<file path="config.mk">
export PLATFORM = sky130hd
export DESIGN_NAME = updown_count_ctrl
export DESIGN_NICKNAME = d
export VERILOG_FILES = /design/src/rtl/fnd_pkg.sv /design/src/rtl/btn_edge_detect.sv /design/src/rtl/updown_count_ctrl.sv
export SDC_FILE = /design/constraint.sdc
export NUM_CORES = 1
export LEC_CHECK = 0
export ABC_CLOCK_PERIOD_IN_PS = 5630
export CAP_MARGIN = 20
export CORE_MARGIN = 2
export CORE_UTILIZATION = 25
export CTS_CLUSTER_DIAMETER = 200
export DETAILED_ROUTE_END_ITERATION = 16
export HOLD_SLACK_MARGIN = 0.05
export PLACE_DENSITY = 0.47
export RECOVER_POWER = 100
export SYNTH_ARGS = -nofsm -noshare
export SYNTH_HDL_FRONTEND = slang
export SYNTH_SLANG_ARGS = --single-unit
</file>
<file path="constraint.sdc">
create_clock -name clk -period 5.63 [get_ports clk]
set_clock_uncertainty 0.05 [all_clocks]
set_input_delay 0.8445 -clock clk [delete_from_list [all_inputs] [get_ports clk]]
set_output_delay 0.8445 -clock clk [all_outputs]
set_load 0.01 [all_outputs]
</file>
<file path="src/rtl/fnd_pkg.sv">
// Shared definitions for the FND display path: count range, count width and
// the run/stop/clear control state encoding.
package fnd_pkg;

    localparam int FND_MAX_COUNT = 9999;
    localparam int FND_COUNT_W   = 14;

    localparam logic [1:0] ST_STOP  = 2'd0;
    localparam logic [1:0] ST_RUN   = 2'd1;
    localparam logic [1:0] ST_CLEAR = 2'd2;

endpackage

</file>
<file path="src/rtl/btn_edge_detect.sv">
// Synchronizes one raw (pre-debounced) button and emits a single-clk pulse on
// each press; holding the button produces only the one pulse.
module btn_edge_detect (
    input  logic clk,
    input  logic rst,
    input  logic btn,
    output logic pulse
);

    logic sync1;
    logic sync2;
    logic dly;

    // NOTE: non-blocking assignments let every flop sample the previous value
    // of its neighbour, which is what turns these lines into a shift chain.
    // The pulse is registered too, so a press acts three edges after sampling.
    always_ff @(posedge clk or posedge rst) begin
        if (rst) begin
            sync1 <= 1'b0;
            sync2 <= 1'b0;
            dly   <= 1'b0;
            pulse <= 1'b0;
        end else begin
            sync1 <= btn;
            sync2 <= sync1;
            dly   <= sync2;
            pulse <= sync2 & ~dly;
        end
    end

endmodule

</file>
<file path="src/rtl/updown_count_ctrl.sv">
// Run/stop/clear controlled 0..MAX_COUNT up/down counter stepping once per
// tick; feeds the FND controller directly.
module updown_count_ctrl
    import fnd_pkg::*;
#(
    parameter int CLK_HZ    = 100_000_000,
    parameter int TICK_HZ   = 10,
    parameter int MAX_COUNT = FND_MAX_COUNT,
    parameter int COUNT_W   = FND_COUNT_W
) (
    input  logic               clk,
    input  logic               rst,
    input  logic               btn_run,
    input  logic               btn_clear,
    input  logic               btn_mode,
    output logic [COUNT_W-1:0] count,
    output logic               running,
    output logic               mode_down,
    output logic               tick
);

    localparam int                 DIV_N    = CLK_HZ / TICK_HZ;
    localparam int                 DIV_W    = (DIV_N > 1) ? $clog2(DIV_N) : 1;
    localparam logic [DIV_W-1:0]   DIV_LAST = DIV_W'(DIV_N - 1);
    localparam logic [COUNT_W-1:0] CNT_MAX  = COUNT_W'(MAX_COUNT);

    logic             run_p;
    logic             clear_p;
    logic             mode_p;
    logic [1:0]       state;
    logic [1:0]       state_nxt;
    logic [DIV_W-1:0] div;

    btn_edge_detect u_run   (.clk(clk), .rst(rst), .btn(btn_run),   .pulse(run_p));
    btn_edge_detect u_clear (.clk(clk), .rst(rst), .btn(btn_clear), .pulse(clear_p));
    btn_edge_detect u_mode  (.clk(clk), .rst(rst), .btn(btn_mode),  .pulse(mode_p));

    // NOTE: state_nxt gets its default before the case so no path leaves it
    // unassigned, which would otherwise infer a latch.
    always_comb begin
        state_nxt = state;
        case (state)
            ST_STOP: begin
                if (clear_p)    state_nxt = ST_CLEAR;
                else if (run_p) state_nxt = ST_RUN;
            end
            ST_RUN: begin
                if (clear_p)    state_nxt = ST_CLEAR;
                else if (run_p) state_nxt = ST_STOP;
            end
            ST_CLEAR: state_nxt = ST_STOP;
            default:  state_nxt = ST_STOP;
        endcase
    end

    assign running = (state == ST_RUN);
    assign tick    = running && (div == DIV_LAST);

    always_ff @(posedge clk or posedge rst) begin
        if (rst) begin
            state     <= ST_STOP;
            div       <= '0;
            count     <= '0;
            mode_down <= 1'b0;
        end else begin
            state <= state_nxt;

            // Mode is independent of the FSM; a tick in the same cycle still
            // steps with the old direction because it reads mode_down below.
            if (mode_p) mode_down <= ~mode_down;

            // Any exit from RUN drops the partial period.
            if (running && (state_nxt == ST_RUN) && !tick) div <= div + DIV_W'(1);
            else                                           div <= '0;

            if (state == ST_CLEAR) begin
                count <= '0;
            end else if (tick) begin
                if (mode_down) count <= (count == '0)      ? CNT_MAX : count - COUNT_W'(1);
                else           count <= (count >= CNT_MAX) ? '0      : count + COUNT_W'(1);
            end
        end
    end

endmodule

</file>
# After elaboration in Yosys (flattened, before gate mapping)
# Cells that the tools add are included.
# totals
ff_bits	53
inputBits	5
output_inout_bits	17
wordCells	49
# classes
add_sub_neg	3
n_lt_le_gt_ge	1
eq_ne	4
muxes	11
bitwise_logic	7
reduce_logical	7
# op_table
op	count
14-bit 2-to-1 mux	5
24-bit by 1-bit adder with 24-bit output, second input constant	1
24-bit equality test, second input constant	1
24-bit 2-to-1 mux	1
14-bit by 1-bit adder with 14-bit output, second input constant	1
14-bit >= comparator, second input constant	1
14-bit zero test	1
14-bit by 1-bit subtractor with 14-bit output, second input constant	1
2-bit 2-to-1 mux	4
2-bit by 1-bit equality test with 1-bit output, second input constant	2
1-bit inverter	4
2-bit one-hot mux with 2 select lines	1
1-bit bitwise AND	3
1-bit logical AND	3
2-bit equality test, second input constant	1
2-bit zero test	1
2-bit nonzero test	1
1-bit zero test	1

# Logic depth before layout (Yosys ltp)
# logic_depth
depth_word	7
mapped_depth	8

# Modules after synthesis
# From an unflattened synthesis, not the netlist that was laid out.
# unflattened
hier_cells	308
area_unflattened_um2	2922.8
# by_module_without_submodules
mod	n_inst	cells_each	area_each_um2	seq_area_each_um2
updown_count_ctrl	1	290	2570.0	1026.0
btn_edge_detect	3	6	117.6	100.1

# Worst setup path after synthesis
# No wires, ideal clock.
# synth_path
path_type	register to register
from	register div[0]
to	register count[11]
setup_time_ns	0.069
t_arrival_ns	2.128
required_time_ns	5.511
slack_ns	3.383
stages_incl_launch_ff	9
period_less_slack_ns	2.247
path_cell_list	dfrtp_1 -> ha_1 -> and3_2 -> nand4_4 -> or3_1 -> buf_6 -> a211o_4 -> or3_1 -> nand3_1
# synth_via
elab_chain_len	3
# synth_lines
element	line_no	text
from (decl)	updown_count_ctrl.sv:32	logic [DIV_W-1:0] div;
from (signal assigned)	updown_count_ctrl.sv:73	if (running && (state_nxt == ST_RUN) && !tick) div <= div + DIV_W'(1);
24-bit equality test	updown_count_ctrl.sv:57	assign tick = running && (div == DIV_LAST);
1-bit logical AND	updown_count_ctrl.sv:57	
2-bit nonzero test (no source line)	-	
to (signal assigned)	updown_count_ctrl.sv:79	if (mode_down) count <= (count == '0) ? CNT_MAX : count - COUNT_W'(1);
to (signal assigned)	updown_count_ctrl.sv:80	else count <= (count >= CNT_MAX) ? '0 : count + COUNT_W'(1);
to (decl)	updown_count_ctrl.sv:16	output logic [COUNT_W-1:0] count,
# Every way passes these cells.
# A chain may end at the register's enable or synchronous reset.

==> flow_summary.yaml <==
run_status:
  status: "complete, but fails checks"
  violations: "max-capacitance violations, max-slew violations"
floorplan:
  die_w_um: 111
  dieArea_sq_um: 12300
  die_h_um: 111
  core_sq_um: 11300
  start_util_pct: 25.4
  rows: 39
  ios: 22
critical_path:
  r2r_start: "count[7]"
  crit_required_ns: 5.37
  endpoint_kind: "asynchronous set/reset pin"
  worstPathArrival_ns: 3.46
  critPathTopFamily: "buffers and inverters"
  crit_chain: "dlygate4sd3_1 > clkinv_1 > clkbuf_1"
  slowest_stage: "clkbuf_1"
  cp-start-kind: "input port"
  crit_type: "in -> async"
  critPathMaxStageDelay_ns: 2.01
  crit_buf_inv: 3
  cp-startpoint: "rst"
  path_max_fanout: 53
placed_design:
  gp_congestion: 0.826
  port_buffers: 21
  place_ws_ns: 2.77
  dpl.hpwl_um: 4550
routing:
  postRouteAntennaNets: 0
  via_per_inst: 4.77
  drc: 0
  drt_iter0_drc: 111
  vias: 2211
  wl_um: 6560
  wl_per_cell_um: 14.1
  dr.pass1.iters: 4
cells_and_area:
  area_growth_pct: 15.0
  layout_common_cells: "53 x dfrtp_1, 35 x nor2_1, 25 x nand2_1, 21 x dlygate4sd3_1, 19 x nand3_1"
  diodes: 0
  final_common_cell: "dfrtp_1"
  num-nets-final: 329
  drive_gt1_share_pct: 4.36
synthesis:
  synth_edf_count: 0
  synth_fp_nets: 315
  synth_area_leaders: "dfrtp_1 46%, nor2_1 4.6%, xor2_1 4.3%"
  syn_area_sq_um: 2860
  yosys.area.top_type: "dfrtp_1"
  avgSynthCellArea_sq_um: 9.32
  yosysSeqAreaShare_pct: 46.3
  syn_inst: 307
  ys_types: 47
  synth_ff_type: "dfrtp_1"
  synthArstFlopShare_pct: 100
  synth_top_area_share_pct: 46.3
  synth-seq-cells: 53
  ys_warn_count: 0
cts:
  clock-sinks: 53
  clockBufferDepth: 2
  cts.htree.levels: 2
  cts_tree: "yes"
  post_cts_buffers: 0
  cts_hold_buf: 0
  ctsRootBufferMaster: "clkbuf_16"
  clk_pin_slew_ns: 0.07
  cts_resized: 0
  clk_latency_ns: 0.30
  cts_buffers: 5
timing:
  fin_ws_ns: 1.91
  final.min_clock_period_ns: 3.72
  tightest_slew_ns: 2.85
  final_hold_viol_count: 0
  period_share_pct: 66.1
  max_slew_margin_pct: -89.9
  rsz0062_at_grt: "false"
  setup_violations: 0
  tns_ns: 0
  timing.fmax_mhz: 269
  final_max_slew_viol_count: 55
grt:
  grt_pass1_wl_um: 11500
  grt_max_degree: 54
  grt_pass1_vias: 2248
  antenna_found_initial: 0
  grt_overflow: 0
  grt_use_total_pct: 11.4
flow_run:
  drv_cap: 2
power_and_ir_drop:
  power.total_w: 0.000820
  peakVddDrop_mv: 0.102
  p_leak_nw: 1.44
  power.density_nw_per_um2: 249
min_path:
  hp-start: "u_mode.sync1"
  holdCritPathClass: "reg -> reg"
cells by family after synthesis:
logic type / Yosys count / synth area share, %
multiplexers: 1 / 0.350
AO/OA/AOI/OAI: 47 / 11.0
XOR/XNOR: 27 / 8.26
buffers and inverters: 26 / 3.72
adder cells (fa/ha/maj): 3 / 1.31
AND/OR/NAND/NOR: 150 / 29.0
flip-flops: 53 / 46.3
flip-flops by register name, summed over array words and instances, names as in the netlist:
signal and count:
u_clear.dly 1, u_run.pulse 1, u_run.dly 1, u_clear.sync2 1, u_mode.pulse 1, u_mode.sync1 1
u_run.sync1 1, count 14, u_clear.pulse 1, u_run.sync2 1, u_clear.sync1 1, state 2
u_mode.sync2 1, u_mode.dly 1, div 24, mode_down 1
routing by layer:
layer | share of wire, % | track usage, %
met5 | 0 | 0
met4 | 1.6 | 4.50
met3 | 1.8 | 1.91
met2 | 45 | 17.6
met1 | 51 | 16.0
area by class of cell:
class | instances | area, sq um
Sequential cell | 53 | 1330
Inverter | 10 | 37.5
Multi-Input combinational cell | 228 | 1390
Tap cell | 143 | 179
Clock buffer | 5 | 125
Fill cell | 1187 | 7980
Timing Repair Buffer | 23 | 218
Clock inverter | 2 | 16.3
per-stage QoR:
stage          hold slack [ns]  utilization [%]  instance area, sq um  cells
2_1_floorplan            0.281                -                  2860    307
3_3_place_gp             0.286             28.4                  3200    457
6_report                 0.301             29.2                  3290    464
3_5_place_dp             0.289             28.4                  3200    457
5_1_grt                  0.310             29.2                  3290    464
4_1_cts                  0.304             29.6                  3340    464
report_power, final:
group / internal, W / switching (W) / leakage [nW]
combinational: 0.0000415 / 0.0000584 / 0.660
sequential: 0.000390 / 0.0000266 / 0.712
clock: 0.000163 / 0.000140 / 0.0659
total: 0.000595 / 0.000225 / 1.44
path summary, 6_finish.rpt:
path	to	slack (ns)	cells after the start
max in group clk	tick	2.41	5
hold reg to reg	u_mode.sync2	0.30	0
min in group asynchronous	u_mode.sync2	2.03	3
setup reg to reg	count[9]	2.52	6
setup / recovery	div[10]	1.91	3
hold / removal	u_mode.sync2	0.30	0
cells in the mapped netlist (4+ instances only):
| library cell | instances |
|---|---|
| dfrtp_1 | 53 |
| nor2_1 | 35 |
| nand2_1 | 25 |
| nand3_1 | 19 |
| xor2_1 | 14 |
| o21ai_0 | 13 |
| xnor2_1 | 13 |
| clkbuf_1 | 12 |
| nor3_1 | 11 |
| a21oi_1 | 10 |
| and3_1 | 10 |
| inv_1 | 10 |
| nand4_1 | 9 |
| and2_1 | 6 |
| nor2b_1 | 6 |
| nor4_1 | 6 |
| a21o_1 | 5 |
| or3_1 | 5 |
| nor3b_1 | 4 |
(Power assumes the default switching activity.)
